[config.mk]
export PLATFORM = sky130hd
export DESIGN_NAME = interrupt_sequencer
export DESIGN_NICKNAME = d
export VERILOG_FILES = /design/src/rtl/interrupt_sequencer_pkg.sv /design/src/rtl/int_edge_detect.sv /design/src/rtl/interrupt_sequencer.sv
export SDC_FILE = /design/constraint.sdc
export NUM_CORES = 1
export LEC_CHECK = 0
export CAP_MARGIN = 10
export CORE_AREA = 5 5 50 52
export DETAILED_ROUTE_END_ITERATION = 6
export DIE_AREA = 0 0 55 57
export GPL_ROUTABILITY_DRIVEN = 0
export PLACE_DENSITY = 0.86
export SETUP_SLACK_MARGIN = 0.1
export SLEW_MARGIN = 10
export SYNTH_ARGS = -nofsm -noshare
export SYNTH_HDL_FRONTEND = slang
export SYNTH_SLANG_ARGS = --single-unit
[constraint.sdc]
create_clock -name clk -period 1.6 [get_ports clk]
set_clock_uncertainty 0.2 [all_clocks]
set_input_delay 0.16 -clock clk [delete_from_list [all_inputs] [get_ports clk]]
set_output_delay 0.16 -clock clk [all_outputs]
set_load 0.01 [all_outputs]
[src/rtl/interrupt_sequencer_pkg.sv]
// Shared INTCON bit map, default vector and sequencer state type.
// Imported by the interrupt sequencer and its edge detector.
package interrupt_sequencer_pkg;

  localparam int GIE_BIT  = 7;
  localparam int PEIE_BIT = 6;
  localparam int T0IE_BIT = 5;
  localparam int INTE_BIT = 4;
  localparam int RBIE_BIT = 3;
  localparam int T0IF_BIT = 2;
  localparam int INTF_BIT = 1;
  localparam int RBIF_BIT = 0;

  localparam logic [12:0] INT_VECTOR_DEF = 13'h004;

  typedef enum logic {
    RUN   = 1'b0,
    ENTRY = 1'b1
  } seq_state_e;

  function automatic logic pending(input logic [7:0] ic);
    return (ic[T0IE_BIT] & ic[T0IF_BIT]) |
           (ic[INTE_BIT] & ic[INTF_BIT]) |
           (ic[RBIE_BIT] & ic[RBIF_BIT]);
  endfunction

endpackage

[src/rtl/int_edge_detect.sv]
// INT pin synchroniser and selectable edge detector.
// Emits a 1-clock pulse on the edge chosen by intedg.
module int_edge_detect #(
  parameter int SYNC_STAGES = 2
) (
  input  logic clk,
  input  logic rst,
  input  logic int_pin,
  input  logic intedg,
  output logic edge_pulse
);

  logic [SYNC_STAGES-1:0] sync;
  logic                   prev;
  logic                   cur;

  assign cur = sync[SYNC_STAGES-1];

  always_ff @(posedge clk) begin
    if (rst) begin
      sync <= '0;
      prev <= 1'b0;
    end else begin
      sync <= {sync[SYNC_STAGES-2:0], int_pin};
      prev <= cur;
    end
  end

  // Both terms use registered samples, so flipping intedg alone never fires.
  assign edge_pulse = intedg ? (cur & ~prev) : (~cur & prev);

endmodule

[src/rtl/interrupt_sequencer.sv]
// INTCON owner and interrupt-entry sequencer for the 4-Q core.
// Forces flush-and-call at instruction boundaries; RETFIE re-arms GIE.
module interrupt_sequencer
  import interrupt_sequencer_pkg::*;
#(
  parameter int                  PC_WIDTH    = 13,
  parameter logic [PC_WIDTH-1:0] INT_VECTOR  = INT_VECTOR_DEF,
  parameter int                  SYNC_STAGES = 2
) (
  input  logic                clk,
  input  logic                rst,
  input  logic [1:0]          q_count,
  input  logic                instr_boundary,
  input  logic                intcon_wr_en,
  input  logic [7:0]          intcon_wr_data,
  output logic [7:0]          intcon_q,
  input  logic                int_pin,
  input  logic                intedg,
  input  logic                t0_ovf,
  input  logic                rb_change,
  input  logic                retfie_en,
  output logic                irq_take,
  output logic                irq_flush,
  output logic [PC_WIDTH-1:0] irq_vector,
  output logic                wake
);

  seq_state_e state, state_n;
  logic [1:0] cnt, cnt_n;
  logic [7:0] intcon, intcon_n;
  logic       int_edge;
  logic       pend;
  logic       take;

  int_edge_detect #(
    .SYNC_STAGES(SYNC_STAGES)
  ) u_edge (
    .clk       (clk),
    .rst       (rst),
    .int_pin   (int_pin),
    .intedg    (intedg),
    .edge_pulse(int_edge)
  );

  assign pend = pending(intcon);

  always_ff @(posedge clk) begin
    if (rst) begin
      state  <= RUN;
      cnt    <= 2'd0;
      intcon <= 8'h00;
    end else begin
      state  <= state_n;
      cnt    <= cnt_n;
      intcon <= intcon_n;
    end
  end

  always_comb begin
    state_n = state;
    cnt_n   = cnt;
    take    = 1'b0;
    unique case (state)
      RUN: begin
        if (q_count == 2'd3 && instr_boundary &&
            intcon[GIE_BIT] && pend) begin
          take    = 1'b1;
          state_n = ENTRY;
          cnt_n   = 2'd0;
        end
      end
      ENTRY: begin
        cnt_n = cnt + 2'd1;
        if (cnt == 2'd3) state_n = RUN;
      end
      default: state_n = RUN;
    endcase
  end

  // Ordering sets priority: hardware flags beat software, take beats all.
  always_comb begin
    intcon_n = intcon;
    if (intcon_wr_en) intcon_n = intcon_wr_data;
    if (t0_ovf) intcon_n[T0IF_BIT] = 1'b1;
    if (int_edge) intcon_n[INTF_BIT] = 1'b1;
    if (rb_change) intcon_n[RBIF_BIT] = 1'b1;
    if (retfie_en) intcon_n[GIE_BIT] = 1'b1;
    if (take) intcon_n[GIE_BIT] = 1'b0;
  end

  assign intcon_q   = intcon;
  assign irq_take   = take;
  assign irq_flush  = take;
  assign irq_vector = INT_VECTOR;
  assign wake       = pend;

endmodule
==> impl_metrics.ini <==
[logic_synthesis]
syn_area_um2 = 657
async_flop_share_pct = 0
syn_inst = 72
synth_top_area_cell = dfxtp_1
syn_area_per_cell_um2 = 9.12
yosysWarnings = 0
synth_top_flop_cell = dfxtp_1
synth_top_cell_area_share_pct = 42.7
yosysSeqAreaShare_pct = 42.7
yosys.cell_types.count = 21
synth_edf_count = 0
synth_commonest_cells = buf_4, dfxtp_1, nor2b_1, nor2_1, mux2i_1
synth.area.top_cells = dfxtp_1, buf_4, nor2b_1
ys_seq_elements = 14

[detailed_routing]
wl_per_cell_um = 12.1
drt_wl_total_um = 1720
num_vias = 613
vias_per_cell = 4.32
drc = 0
firstDrtPassIters = 4
first_iter_violations = 11
detail-route-antenna-nets = 0

[die]
initial_utilization_pct = 31.8
die_h_um = 57
rows = 17
core_area_mm2 = 0.00206
num_io_pins = 43
die_w_um = 55
die_area_mm2 = 0.00314

[placement]
placement.io_buffers = 29
dp_hpwl_um = 1390
placed_area_mm2 = 0.00102
preCtsSetupSlack_ps = -364

[clocking]
cts_tree = yes
clk_path_buf_depth = 2
cts_sinks = 14
path_clk_slew_ps = 80
cts_root_buf = clkbuf_4
htreeDepth = 1
clkLatencyLatePin_ps = 270
numCtsBuffers = 3

[global_route]
grt_use_total_pct = 11.4
antenna_found_initial = 0
grt_pass1_vias = 627
grt_pass1_wl_um = 2670
overflow = 0
grt_max_degree = 12

[timing]
grt_setup_unrepaired = true
slew_violations = 0
timing.final.ws_setup_ps = -137
fin_crit_sh_pct = 109
finalSetupViolCount = 4
finalCriticalPeriod_ps = 1740
hold_viol = 0
max_clock_freq_mhz = 576

[status]
status = complete, but fails checks
violations = setup timing

[worst_setup_path]
critPathLaunchType = flip-flop
critPathKind = flip-flop to primary output
cp-end-kind = primary output
cp_max_fo = 3
reg2reg_from = intcon_q[4]
cp.arrival_ps = 1380
worstPathRequired_ps = 1240
crit_path_start = intcon_q[4]

[pwr]
peakVddDrop_mv = 0.596
powerDensity_mw_per_mm2 = 746
cellLeakagePower_nw = 0.498

[run]
drv_cap = 0

[layout]
fin_area_mm2 = 0.00106
area_growth_pct = 61.0
n_antenna_cell = 0
nNetsFinal = 135
drive_gt1_share_pct = 23.7

[min_path]
min_path_type = primary input to flip-flop
worstHoldStart = int_pin
-- kinds of logic after synthesis --
kind of cell | count (synthesis) | share of synthesized area (%)
simple gates | 23 | 18.3
buf+inv | 17 | 17.9
flops | 14 | 42.7
compound gates | 10 | 10.5
mux | 5 | 7.62
other cells | 2 | 1.14
fa+ha+maj | 1 | 1.90
-- power by group --
part | internal, mW | switching [mW]
clock network | 0.138 | 0.108
registers | 0.366 | 0.00950
logic | 0.0971 | 0.0701
total | 0.601 | 0.188
-- cell type report --
type                       instances  area [µm²]
multi-input combinational         52         323
sequential                        14         283
fill                             180        1010
inverter                           1        3.75
timing repair buffer              43         377
clock buffer                       4        36.3
tap                               28        35.0
-- worst max-delay path, cell delays in order, from the launching register on --
cell and delay, ps:
dfxtp_2 320, a222oi_1 380, buf_4 210, nor3_4 50, buf_2 140
-- cells in the final DEF (no fill, tap or decap) --
cell type         n
nand4_1           1
nand3b_1          1
inv_2             1
a211oi_1          3
a21oi_1           2
a31oi_1           1
buf_4            14
dfxtp_1          12
buf_2             2
dlygate4sd2_1     8
o21ai_0           2
o21ba_2           1
nand2b_1          1
clkdlybuf4s50_1  18
clkbuf_4          3
clkbuf_8          1
mux2i_1           5
nor2b_1           9
a222oi_1          1
nand2_1           2
ha_1              1
dfxtp_2           2
conb_1           13
nor3_4            2
nor2_1            7
buf_6             1
-- sequential cells by signal (all words and copies together) (netlist names) --
register,count
state,1
intcon_q,8
u_edge.prev,1
cnt,2
u_edge.sync,2
-- layer usage --
layer / part of all wire, % / track usage [%] / routed length, µm / vias up
met4: 0.29 / 4.17 / 5 / 0
met1: 39 / 13.2 / 666 / 276
li1: - / - / - / 298
met2: 49 / 18.9 / 837 / 37
met3: 12 / 4.18 / 210 / 2
met5: 0 / 0 / 0 / -
-- final timing paths --
kind                                        to  slack, ps  depth (start not counted)
worst max-delay path                  irq_take       -140                          4
worst min-delay path            u_edge.sync[0]        240                          2
worst max register to register           state        -10                          5
worst min register to register  u_edge.sync[1]        250                          1
-- per-stage QoR --
stage / power, mW / utilization (%) / setup TNS (ps) / hold slack, ps / instances
3_5_place_dp: 0.554 / 49.5 / -844 / 233 / 138
4_1_cts: 0.789 / 50.6 / -291 / 234 / 142
3_3_place_gp: 0.548 / 49.5 / -738 / 248 / 138
2_1_floorplan: 0.464 / - / 0 / 31.6 / 83
6_report: 0.789 / 51.2 / -335 / 238 / 142
5_1_grt: 0.822 / 51.2 / -757 / 254 / 142
-- repair_timing --
item                       in CTS  in global routing
resized for setup              24                  2
setup endpoints to repair      13                  7
hold endpoints to repair        0                  0
hold buffers                    0                  0
pin swaps                       2                  2
buffers inserted                2                  1
Power figures use the tool's default switching activity.
